File: config.mk
export PLATFORM = sky130hd
export DESIGN_NAME = rst_seq_ctrl
export DESIGN_NICKNAME = d
export VERILOG_FILES = /design/src/rtl/crg_pkg.sv /design/src/rtl/rst_seq_timer.sv /design/src/rtl/rst_seq_ctrl.sv
export SDC_FILE = /design/constraint.sdc
export NUM_CORES = 1
export LEC_CHECK = 0
export ABC_AREA = 1
export CORE_UTILIZATION = 55
export DETAILED_ROUTE_END_ITERATION = 8
export PLACE_DENSITY = 0.76
export SYNTH_ARGS = -nofsm -noshare
export SYNTH_HDL_FRONTEND = slang
export SYNTH_HIERARCHICAL = 1
export SYNTH_SLANG_ARGS = --single-unit
File: constraint.sdc
create_clock -name clk_i -period 2.6 [get_ports clk_i]
set_input_delay 0.26 -clock clk_i [delete_from_list [all_inputs] [get_ports clk_i]]
set_output_delay 0.26 -clock clk_i [all_outputs]
set_load 0.1 [all_outputs]
File: src/rtl/crg_pkg.sv
// rtl/crg_pkg.sv - shared CRG types and reset sequencer defaults
package crg_pkg;

  typedef enum logic [1:0] {
    IDLE    = 2'd0,
    HOLD    = 2'd1,
    RELEASE = 2'd2
  } rst_seq_state_e;

  localparam int unsigned RST_SEQ_NUM_DEFAULT  = 4;
  localparam int unsigned RST_SEQ_HOLD_DEFAULT = 8;
  localparam int unsigned RST_SEQ_STEP_DEFAULT = 16;

  function automatic int unsigned max_u(input int unsigned a, input int unsigned b);
    return (a > b) ? a : b;
  endfunction

endpackage

File: src/rtl/rst_seq_timer.sv
// rtl/rst_seq_timer.sv - edge counter that pulses expire on the tc_i-th enabled edge
module rst_seq_timer #(
  parameter int unsigned WIDTH = 4
) (
  input  logic             clk_i,
  input  logic             arst_n_i,
  input  logic             clr_i,
  input  logic             en_i,
  input  logic [WIDTH-1:0] tc_i,
  output logic             expire_o
);

  logic [WIDTH-1:0] cnt_q;
  logic [WIDTH-1:0] cnt_d;

  // Expire is taken on the edge that would make the count reach tc_i, so the counter never wraps.
  assign expire_o = en_i && !clr_i && (cnt_q == tc_i - WIDTH'(1));

  always_comb begin
    cnt_d = cnt_q;
    if (clr_i || expire_o) begin
      cnt_d = '0;
    end else if (en_i) begin
      cnt_d = cnt_q + WIDTH'(1);
    end
  end

  always_ff @(posedge clk_i) begin
    if (!arst_n_i) begin
      cnt_q <= '0;
    end else begin
      cnt_q <= cnt_d;
    end
  end

endmodule

File: src/rtl/rst_seq_ctrl.sv
// rtl/rst_seq_ctrl.sv - holds a bank of active-low resets, then releases them in index order
module rst_seq_ctrl
  import crg_pkg::*;
#(
  parameter int unsigned NUM_RST     = RST_SEQ_NUM_DEFAULT,
  parameter int unsigned HOLD_CYCLES = RST_SEQ_HOLD_DEFAULT,
  parameter int unsigned STEP_CYCLES = RST_SEQ_STEP_DEFAULT
) (
  input  logic               clk_i,
  input  logic               arst_n_i,
  input  logic               req_i,
  output logic [NUM_RST-1:0] rst_n_o,
  output logic               busy_o,
  output logic               done_o
);

  localparam int unsigned TW = $clog2(max_u(HOLD_CYCLES, STEP_CYCLES) + 1);
  localparam int unsigned IW = $clog2(NUM_RST + 1);
  localparam logic [TW-1:0] HOLD_TC  = TW'(HOLD_CYCLES);
  localparam logic [TW-1:0] STEP_TC  = TW'(STEP_CYCLES);
  localparam logic [IW-1:0] LAST_IDX = IW'(NUM_RST - 1);

  if (NUM_RST < 1) begin : g_bad_num_rst
    $error("rst_seq_ctrl: NUM_RST must be at least 1");
  end
  if (HOLD_CYCLES < 1) begin : g_bad_hold
    $error("rst_seq_ctrl: HOLD_CYCLES must be at least 1");
  end
  if (STEP_CYCLES < 1) begin : g_bad_step
    $error("rst_seq_ctrl: STEP_CYCLES must be at least 1");
  end

  rst_seq_state_e   state_q, state_d;
  logic [IW-1:0]    idx_q, idx_d;
  logic [NUM_RST-1:0] rst_q, rst_d;
  logic             busy_q, busy_d;
  logic             done_q, done_d;
  logic             arm_q, arm_d;

  logic             t_clr;
  logic             t_en;
  logic [TW-1:0]    t_tc;
  logic             t_exp;

  rst_seq_timer #(
    .WIDTH (TW)
  ) u_timer (
    .clk_i    (clk_i),
    .arst_n_i (arst_n_i),
    .clr_i    (t_clr),
    .en_i     (t_en),
    .tc_i     (t_tc),
    .expire_o (t_exp)
  );

  always_comb begin
    state_d = state_q;
    idx_d   = idx_q;
    rst_d   = rst_q;
    busy_d  = busy_q;
    done_d  = 1'b0;
    arm_d   = 1'b1;
    t_clr   = 1'b0;
    t_en    = 1'b0;
    t_tc    = HOLD_TC;
    unique case (state_q)
      IDLE: begin
        t_clr = 1'b1;
        if (req_i) begin
          state_d = HOLD;
          rst_d   = '0;
          busy_d  = 1'b1;
          idx_d   = '0;
        end
      end
      HOLD: begin
        // The edge leaving reset plays the role of the accepting edge, so it is not counted.
        t_en = arm_q;
        t_tc = HOLD_TC;
        if (t_exp) begin
          rst_d[0] = 1'b1;
          idx_d    = IW'(1);
          if (NUM_RST == 1) begin
            state_d = IDLE;
            busy_d  = 1'b0;
            done_d  = 1'b1;
          end else begin
            state_d = RELEASE;
          end
        end
      end
      RELEASE: begin
        t_en = 1'b1;
        t_tc = STEP_TC;
        if (t_exp) begin
          for (int k = 0; k < int'(NUM_RST); k++) begin
            if (idx_q == IW'(k)) begin
              rst_d[k] = 1'b1;
            end
          end
          idx_d = idx_q + IW'(1);
          if (idx_q == LAST_IDX) begin
            state_d = IDLE;
            busy_d  = 1'b0;
            done_d  = 1'b1;
          end
        end
      end
      default: begin
        state_d = IDLE;
      end
    endcase
  end

  always_ff @(posedge clk_i) begin
    if (!arst_n_i) begin
      state_q <= HOLD;
      idx_q   <= '0;
      rst_q   <= '0;
      busy_q  <= 1'b1;
      done_q  <= 1'b0;
      arm_q   <= 1'b0;
    end else begin
      state_q <= state_d;
      idx_q   <= idx_d;
      rst_q   <= rst_d;
      busy_q  <= busy_d;
      done_q  <= done_d;
      arm_q   <= arm_d;
    end
  end

  assign rst_n_o = rst_q;
  assign busy_o  = busy_q;
  assign done_o  = done_q;

endmodule
## Word level (Yosys, flattened, before mapping)

Index checks and enable logic that the tools add are counted.

| storage, ports and cells | value |
|---|---|
| register bits | 17 |
| bits of input ports | 3 |

| operators by class | value |
|---|---|
| add/sub/neg operators | 3 |
| equal/unequal tests | 13 |
| mux-type cells | 27 |
| bitwise operators | 1 |
| reductions and logical operators | 16 |

Operators with widths:

| cell | number |
|---|---|
| 4-bit AND reduction | 5 |
| 1-bit 2-to-1 mux | 11 |
| 2-bit inequality test (second input constant) | 5 |
| 3-bit 2-to-1 mux | 3 |
| 3-bit one-hot mux with 3 select lines | 1 |
| 2-bit 2-to-1 mux | 4 |
| 4-bit 2-to-1 mux | 2 |
| 3-bit by 2-bit equality test with 1-bit output (second input constant) | 2 |
| 2-bit one-hot mux with 3 select lines | 1 |
| 3-bit one-hot mux with 2 select lines | 1 |
| 5-bit by 1-bit adder with 5-bit output (second input constant) | 1 |
| 5-bit equality test | 1 |
| 5-bit 2-to-1 mux | 1 |
| 5-bit AND reduction | 1 |
| 5-bit by 1-bit subtractor with 5-bit output (second input constant) | 1 |
| 2-bit by 1-bit inequality test with 1-bit output (second input constant) | 2 |
| 1-bit one-hot mux with 2 select lines | 2 |
| 3-bit by 1-bit adder with 3-bit output (second input constant) | 1 |
| 3-bit by 1-bit equality test with 1-bit output (second input constant) | 1 |
| 3-bit logical NOT | 1 |
| 1-bit one-hot mux with 3 select lines | 1 |
| 3-bit AND reduction | 1 |
| 3-bit nonzero test | 1 |
| 2-bit by 1-bit equality test with 1-bit output (second input constant) | 1 |
| 8 further kinds | 9 |

## Logic depth before layout (Yosys ltp)

Gate-level depths: netlist of run 1.

| depth | value |
|---|---|
| depth after elaboration | 7 |
| depth in mapped cells | 19 |

## Modules after synthesis

Netlist of run 1, hierarchy kept.

By module, submodules not included:

| module | instances | cells an instance | area an instance (um^2) | seq. area each (um^2) |
|---|---|---|---|---|
| rst_seq_ctrl | 1 | 93 | 733.2 | 240.2 |
| rst_seq_timer | 1 | 74 | 417.9 | 100.1 |

## Worst setup path after synthesis of run 1

Ideal clock, no wire load.

| timing | value |
|---|---|
| path type | reg2reg |
| start | register state_q[0] |
| end | register rst_q[0], in the netlist rst_n_o[0] |
| data arrival time | 1.910 ns |
| path slack | 0.573 ns |
| stages on the path, launching flop included | 18 |
| path buffers | 0 |
| path through | dfxtp_1 inv_1 ha_1 nand2_1 nand2_1 nand2_1 nor2_1 nand2_1 nor2_1 nand2_1 inv_1 inv_2 nand2_4 nand2_4 nor2_8 nand3_1 nand2_1 nor2_1 |

RTL lines:

| element | line | RTL |
|---|---|---|
| start: declaration | rst_seq_ctrl.sv:33 | `rst_seq_state_e state_q, state_d;` |
| start signal: assignment | rst_seq_ctrl.sv:124 | `state_q <= state_d;` |
| 2-bit equality test, or another cell as far along | rst_seq_ctrl.sv:66 | `unique case (state_q)` |
| 1-bit one-hot mux with 3 select lines * | rst_seq_ctrl.sv:66 |  |
| named net rst_d[0] | rst_seq_ctrl.sv:35 | `logic [NUM_RST-1:0] rst_q, rst_d;` |
| end signal: assignment | rst_seq_ctrl.sv:126 | `rst_q <= rst_d;` |
| end: declaration | rst_seq_ctrl.sv:35 |  |

The timed path passes the listed nets; every way through them passes the cells marked *.
A chain may end at the register's enable or synchronous reset.

## Worst setup path in the final report of run 1

Ends and elaborated chain as after synthesis.

==> results of run 1 <==
worst min-delay path: stages, from the launching register on:
cell and delay (ns):
dfxtp_1 0.32, inv_1 0.05, a21oi_1 0.05
Yosys cell counts (all sizes together):
master | count | area [sq um]
nand3 | 10 | 50.1
nor3 | 1 | 5.00
inv | 28 | 105
nand2 | 49 | 219
nand4 | 3 | 18.8
conb | 1 | 3.75
xor2 | 3 | 26.3
nor2 | 28 | 126
o21a | 1 | 7.51
buf | 2 | 16.3
ha | 13 | 163
xnor2 | 1 | 8.76
a21oi | 6 | 33.8
o21ai | 2 | 10.0
mux2i | 1 | 10.0
dfxtp | 17 | 340
nand3b | 1 | 7.51
power by group through the flow:
stage               registers, mW  logic, mW  clock network, mW
floorplan                   0.586      0.586                  0
CTS                         0.405      0.907              0.145
detailed placement          0.411      0.906                  0
global placement            0.406      0.890                  0
global route                0.416       1.02              0.158
finish                      0.405      0.909              0.140
routing by layer:
metal  up-vias  part of all wire [%]
met5         -                     0
met4         0                  0.78
met3         2                   2.9
met2        10                    43
met1       424                    53
li1        532                     -
logic make-up after synthesis:
| group | after synthesis |
|---|---|
| xor gates and xnor gates | 4 |
| and+or+nand+nor | 92 |
| adders and majority gates | 13 |
| muxes | 1 |
| other | 1 |
| buffers and inverters | 30 |
| AOI/OAI and AO/OA | 9 |
| DFF | 17 |
final cells by class:
class / count / share of cell area, %
clock inverters: 1 / 0.389
flip-flops and latches: 17 / 26.5
repair buffers: 8 / 5.06
clock buffers: 3 / 1.75
multi-input cells: 126 / 55.5
well taps: 27 / 2.63
inverters: 28 / 8.17
registers in the layout (all words and copies together), names as in the netlist:
register	cells
idx_q	3
u_timer/cnt_q	5
rst_n_o	4
busy_o	1
state_q	2
done_o	1
arm_q	1
cell usage in the layout, fill, tap and decap left out, drive strengths merged:
master,netlist,routed
nor3,1,1
clkbuf,0,3
clkinv,0,1
mux2i,1,1
nand3b,1,1
nand4,3,3
a21oi,6,6
conb,1,7
clkdlybuf4s50,0,2
ha,13,13
o21a,1,1
nor2,28,28
inv,28,28
nand3,10,10
dfxtp,17,17
xnor2,1,1
o21ai,2,2
nand2,49,49
buf,2,6
xor2,3,3
through the flow:
step                area (sq um)  power, mW  hold WS, ns  worst slack [ns]
finish                      1290       1.45        0.461             0.341
global route                1290       1.60        0.488             0.122
CTS                         1280       1.46        0.464             0.230
detailed placement          1260       1.32        0.448             0.234
global placement            1260       1.30        0.438             0.284
floorplan                   1170       1.17        0.288             0.573
repair_timing:
action,CTS,global route
setup endpoints to repair,0,1
gates resized for setup,0,1
hold buffers,0,0
buffers inserted,0,0
worst paths after layout:
check | slack (ns) | end | from | depth (start not counted)
max reg2reg | 0.34 | rst_n_o[0] | state_q[0] | 17
max | 0.34 | rst_n_o[0] | state_q[0] | 17
min | 0.46 | rst_n_o[3] | rst_n_o[3] | 2
min reg2reg | 0.46 | rst_n_o[3] | rst_n_o[3] | 2
==> tab_implementation.tex, run 1 <==
\begin{tabular}{lr}
\hline
Metric & Value \\
\hline
\multicolumn{2}{l}{\textbf{Outcome}} \\
Result of the run & completed \\
\multicolumn{2}{l}{\textbf{STA}} \\
Max Transition Viols Final & 0 \\
Aggregate negative setup slack & 0 ns \\
Clock period minus worst slack & 2.26 ns \\
Post-route clock skew & 0.00533 ns \\
Share of the cycle needed by the critical path after routing & between 80 and 90\% \\
Maximum achievable frequency & 0.443 GHz \\
Final setup violating endpoints & 0 \\
RSZ-0062 raised after global routing & no \\
Final-report hold violation count & 0 \\
\multicolumn{2}{l}{\textbf{Route}} \\
Post-detailed-route DRC marker count & 0 \\
Violation count after the first detailed-route iteration & 5 \\
Total routed wirelength & between 1500 and 2000 um \\
Total via count after detailed routing & 968 \\
Post-DR wirelength/cell & 9.16 um \\
Number of vias per cell & between 4 and 5 \\
Antenna-violating nets left & 0 \\
Detailed Routing Iterations Pass 1 & 4 \\
\multicolumn{2}{l}{\textbf{Synth}} \\
Yosys synthesis warning count & 6 \\
Number of different library cells in the post-synthesis netlist & 24 \\
Share of synthesized cell area in and, or, nand and nor gates & approximately 37\% \\
Cell area after technology mapping & 1150 sq um \\
Area fraction in compound gates after synthesis & $\sim$4.5\% \\
Number of instances in the synthesized netlist & 167 \\
Mean Syn Cell Area & 6.89 sq um \\
Largest family of logic cells by synthesized area & simple AND/OR/NAND/NOR gates \\
Share of synthesized area occupied by flip-flops and latches & between 20\% and 30\% \\
Register bit count reported by yosys & 17 \\
Share of synthesized area spent on multiplexers & 0.870\% \\
Xor-xnor portion of the synthesized cell area & under 10\% \\
Area share of fa/ha/maj cells after synthesis & 14.1\% \\
\multicolumn{2}{l}{\textbf{Cells and area}} \\
Cell Count, Final, Fillers Out & 210 \\
Proportion of layout cells with a drive suffix above 1 & 13.1\% \\
Footprint of the multi-input gates & 714 sq um \\
NumNets Final & 200 \\
N\_diodes & 0 \\
Fill cells & around 190 \\
Reg area & 340 sq um \\
Layout-stage area growth over the synthesis result & 11.7\% \\
Post-Route Utilization & 65.6\% \\
\multicolumn{2}{l}{\textbf{GRT}} \\
Wire length of the first global-routing pass & around 3100 um \\
Total track usage & 19.6\% \\
Met3 track demand over resource & 4.53\% \\
Number of antenna violations at the first check in global routing & 0 \\
Met1 demand-to-capacity share in global routing & 26.3\% \\
Gr busiest metal & met2 \\
Met2 Usage GRT & between 30\% and 40\% \\
Pin count of the biggest net entering global routing & 12 \\
Overall overflow remaining after global route & 0 \\
Vias in the first global route & 783 \\
\multicolumn{2}{l}{\textbf{Floorplan}} \\
Die area & 2280 sq um \\
Std cell rows & 16 \\
Top-level port count & 9 \\
Overall die height & around 48 um \\
Starting density of the core & 58.7\% \\
X dimension of the die & 47.8 um \\
Core outline area & around 2000 sq um \\
\multicolumn{2}{l}{\textbf{Placement}} \\
Count of input and output buffers & 8 \\
Post-detailed-placement half-perimeter wirelength & 1570 um \\
Number of cells in the design after placement & 206 \\
GP Congestion & between 0.7 and 0.8 \\
\multicolumn{2}{l}{\textbf{Min path}} \\
Class of the most critical hold timing path & flop to flop \\
\multicolumn{2}{l}{\textbf{Power and ir drop}} \\
Switching Share & 52.3\% \\
Sequential Power Share & 27.9\% \\
Pwr Density & 1130 nW/um\^{}2 \\
Largest vdd supply drop & approximately 820 uV \\
Net load switching power & roughly 0.76 mW \\
Cell-internal power & about 0.69 mW \\
Clock power frac & 9.6\% \\
Leakage power summed over all cells & 0.646 nW \\
Combinational Power Share & 62.5\% \\
\multicolumn{2}{l}{\textbf{Critical path}} \\
Most numerous cell on the critical path & nand2\_1 \\
Family with the most delay on the worst path & simple AND/OR/NAND/NOR gates \\
CP max-delay cell & dfxtp\_1 \\
Kind of start point of the critical path & flop \\
Critical path data required time & around 2.8 ns \\
Crit path arrival time & 2.46 ns \\
Category of the most critical setup path & flop to flop \\
CP endpoint kind & flop \\
Number of buffers and inverters on the critical path & 3 \\
Slowest stage delay, CP & 0.41 ns \\
Cells along the critical path & inv\_1, ha\_1, nand2\_1, nand2\_1, nand2\_1, nor2\_1, nand2\_1, nor2\_1, nand2\_1, inv\_1, inv\_2, nand2\_4, nand2\_4, nor2\_8, nand3\_1, nand2\_1, nor2\_1 \\
Crit path max fanout & 8 \\
\multicolumn{2}{l}{\textbf{Clocking}} \\
CTS H-tree depth & 1 \\
Number of clock buffers inserted by TritonCTS & 3 \\
Max Root-Sink Buffers & 2 \\
Sink Count & 17 \\
Clock-pin transition on the worst setup and hold timing paths & around 0.1 ns \\
Root buffer selected by CTS & clkbuf\_4 \\
Worst skew pair latency & 0.29 ns \\
Clock tree from TritonCTS & yes \\
\multicolumn{2}{l}{\textbf{Job}} \\
MaxCap Viol Count & 0 \\
\hline
\end{tabular}
(Power assumes the default switching activity.)
==> run 2: changes to the inputs <==
--- a/config.mk
+++ b/config.mk
@@ -7,6 +7,7 @@
 export LEC_CHECK = 0
 export ABC_AREA = 1
 export CORE_UTILIZATION = 55
+export CTS_BUF_LIST = sky130_fd_sc_hd__clkbuf_8
 export DETAILED_ROUTE_END_ITERATION = 8
 export PLACE_DENSITY = 0.76
 export SYNTH_ARGS = -nofsm -noshare
==> run 2 against run 1 <==
Compared with the run above:
- cell area rose by 1.5%
- highest routed layer unchanged
- maximum frequency fell by 1.6%
- clock power rose by 36%
- utilization rose by 0.96 points
- clock-buffer cell count did not move
- sequential power barely moved
- sequential share of layout area fell by 0.38 points
- critical path depth did not move
- final cell count did not move
- largest cell class unchanged
- sequential cell count did not move
- routed wire length rose by 6.3%
- power rose by 4.5%
- critical endpoint unchanged
==> tab_implementation.tex, run 2 (synthesis gave the netlist of run 1 again) <==
\begin{tabular}{lr}
\hline
Metric & Value \\
\hline
\multicolumn{2}{l}{\textbf{Cells and area}} \\
Most frequent standard cell in the layout excluding fill and tap cells & nand2\_1 (unchanged) \\
Flip-flop count of the largest register after layout & 5 (unchanged) \\
Cell Count, Final, Fillers Out & 210 (unchanged) \\
Layout-stage area growth over the synthesis result & 13.4\% (was 11.7\%) \\
Post-Route Utilization & 66.5\% (was 65.6\%) \\
Most frequent cells in the layout & 43 x nand2\_1, 25 x inv\_1, 25 x nor2\_1 (unchanged) \\
Finished Cell Area & 1310 sq um (was 1290 sq um) \\
NumNets Final & 200 (unchanged) \\
N\_diodes & 0 (unchanged) \\
Proportion of layout cells with a drive suffix above 1 & 13.1\% (unchanged) \\
Register ranked first by flip-flop count & u\_timer/cnt\_q (unchanged) \\
\multicolumn{2}{l}{\textbf{Job}} \\
MaxCap Viol Count & 0 (unchanged) \\
\multicolumn{2}{l}{\textbf{Floorplan}} \\
Core outline area & 1960 sq um (unchanged) \\
X dimension of the die & 47.8 um (unchanged) \\
Std cell rows & 16 (unchanged) \\
Overall die height & 47.8 um (unchanged) \\
Starting density of the core & 58.7\% (unchanged) \\
Die area & 2280 sq um (unchanged) \\
Top-level port count & 9 (unchanged) \\
\multicolumn{2}{l}{\textbf{GRT}} \\
Pin count of the biggest net entering global routing & 12 (unchanged) \\
Overall overflow remaining after global route & 0 (unchanged) \\
Gr busiest metal & met2 (unchanged) \\
Total track usage & 20.6\% (was 19.6\%) \\
Met3 track demand over resource & 3.40\% (was 4.53\%) \\
Number of antenna violations at the first check in global routing & 0 (unchanged) \\
Met1 demand-to-capacity share in global routing & 27.7\% (was 26.3\%) \\
Wire length of the first global-routing pass & 3300 um (was 3110 um) \\
Met2 Usage GRT & 33.5\% (was 30.8\%) \\
Vias in the first global route & 796 (was 783) \\
\multicolumn{2}{l}{\textbf{STA}} \\
Clock period minus worst slack & 2.29 ns (was 2.26 ns) \\
Maximum achievable frequency & 0.436 GHz (was 0.443 GHz) \\
Final-report hold violation count & 0 (unchanged) \\
Final setup violating endpoints & 0 (unchanged) \\
RSZ-0062 raised after global routing & no (unchanged) \\
Post-route clock skew & 0.00479 ns (was 0.00533 ns) \\
Share of the cycle needed by the critical path after routing & 88.3\% (was 86.9\%) \\
Max Transition Viols Final & 0 (unchanged) \\
Aggregate negative setup slack & 0 ns (unchanged) \\
\multicolumn{2}{l}{\textbf{Clocking}} \\
Clock tree from TritonCTS & yes (unchanged) \\
Clock-pin transition on the worst setup and hold timing paths & 0.07 ns (was 0.10 ns) \\
Root buffer selected by CTS & clkbuf\_8 (was clkbuf\_4) \\
Sink Count & 17 (unchanged) \\
Max Root-Sink Buffers & 2 (unchanged) \\
CTS H-tree depth & 1 (unchanged) \\
Number of buffers inserted for hold repair after clock tree synthesis & 0 (unchanged) \\
Number of clock buffers inserted by TritonCTS & 3 (unchanged) \\
Worst skew pair latency & 0.25 ns (was 0.29 ns) \\
\multicolumn{2}{l}{\textbf{Power and ir drop}} \\
Pwr Density & 1160 nW/um\^{}2 (was 1130 nW/um\^{}2) \\
Largest vdd supply drop & 826 uV (was 820 uV) \\
Leakage power summed over all cells & 0.653 nW (was 0.646 nW) \\
\multicolumn{2}{l}{\textbf{Placement}} \\
Post-detailed-placement half-perimeter wirelength & 1570 um (unchanged) \\
GP Congestion & 0.775 (unchanged) \\
Count of input and output buffers & 8 (unchanged) \\
Number of cells in the design after placement & 206 (unchanged) \\
Cell Area, Placed & 1260 sq um (unchanged) \\
\multicolumn{2}{l}{\textbf{Outcome}} \\
Result of the run & completed (unchanged) \\
\multicolumn{2}{l}{\textbf{Min path}} \\
Class of the most critical hold timing path & flop to flop (unchanged) \\
\multicolumn{2}{l}{\textbf{Route}} \\
Total via count after detailed routing & 982 (was 968) \\
Violation count after the first detailed-route iteration & 19 (was 5) \\
Post-DR wirelength/cell & 9.74 um (was 9.16 um) \\
Post-detailed-route DRC marker count & 0 (unchanged) \\
Detailed Routing Iterations Pass 1 & 4 (unchanged) \\
Antenna-violating nets left & 0 (unchanged) \\
Number of vias per cell & 4.68 (was 4.61) \\
Total routed wirelength & 2050 um (was 1920 um) \\
\multicolumn{2}{l}{\textbf{Critical path}} \\
Kind of start point of the critical path & flop (unchanged) \\
Category of the most critical setup path & flop to flop (unchanged) \\
CP endpoint kind & flop (unchanged) \\
Crit path max fanout & 8 (unchanged) \\
Critical path data required time & 2.75 ns (was 2.80 ns) \\
Crit path arrival time & 2.44 ns (was 2.46 ns) \\
\hline
\end{tabular}
[run 2: cell count changes in the layout (fill, tap and decap cells not counted)]
cell	delta
clkbuf_4	-3
clkbuf_8	+3
[run 2: per-layer routing]
metal  routed length (um)  share of wire (%)  vias up
met4                   11               0.54        0
li1                     -                  -      531
met1                 1030                 50      437
met5                    0                  0        -
met3                   74                3.6        2
met2                  927                 45       12
[run 2: critical path, stage by stage, from the launching register on]
cell and delay, ns:
dfxtp_1 0.40, inv_1 0.11, ha_1 0.37, nand2_1 0.10, nand2_1 0.19, nand2_1 0.08
nor2_1 0.08, nand2_1 0.06, nor2_1 0.09, nand2_1 0.09, inv_1 0.09, inv_2 0.06
nand2_4 0.08, nand2_4 0.06, nor2_8 0.15, nand3_1 0.08, nand2_1 0.07, nor2_1 0.04
[run 2: final cells by class]
class | count | area, sq um
tap | 27 | 33.8
fill | 185 | 657
clock inverter | 1 | 5.00
multi-input combinational | 126 | 714
timing repair buffer | 8 | 65.1
clock buffer | 3 | 41.3
inverter | 28 | 105
sequential | 17 | 340
[run 2: repair_timing]
| item | 4_1_cts | 5_1_grt |
|---|---|---|
| resized for setup | 0 | 1 |
| setup buffers | 0 | 0 |
| setup endpoints to repair | 0 | 6 |
[run 2: path summary, 6_finish.rpt]
| path | slack [ns] | cells past startpoint | end | from |
|---|---|---|---|---|
| setup / recovery | 0.31 | 17 | rst_n_o[0] | state_q[0] |
| hold reg to reg | 0.46 | 2 | rst_n_o[3] | rst_n_o[3] |
| hold / removal | 0.46 | 2 | rst_n_o[3] | rst_n_o[3] |
| setup reg to reg | 0.31 | 17 | rst_n_o[0] | state_q[0] |
[run 2: through the flow]
| stage | hold slack, ns | setup WS (ns) | power [mW] |
|---|---|---|---|
| floorplan | 0.288 | 0.573 | 1.17 |
| global placement | 0.438 | 0.284 | 1.30 |
| detailed placement | 0.448 | 0.234 | 1.32 |
| CTS | 0.459 | 0.210 | 1.52 |
| global route | 0.481 | 0.0734 | 1.66 |
| finish | 0.457 | 0.305 | 1.52 |
[run 2: where the power goes]
part / switching, mW / internal (mW) / total (mW)
registers: 0.0683 / 0.337 / 0.406
clock network: 0.0847 / 0.106 / 0.191
logic: 0.622 / 0.302 / 0.924
==> run 3: changes to the inputs <==
--- a/config.mk
+++ b/config.mk
@@ -10,6 +10,7 @@
 export CTS_BUF_LIST = sky130_fd_sc_hd__clkbuf_8
 export DETAILED_ROUTE_END_ITERATION = 8
 export PLACE_DENSITY = 0.76
+export SLEW_MARGIN = 0
 export SYNTH_ARGS = -nofsm -noshare
 export SYNTH_HDL_FRONTEND = slang
 export SYNTH_HIERARCHICAL = 1
==> results of run 3 <==
The final DEF is identical to that of run 2; final timing and power are the same.
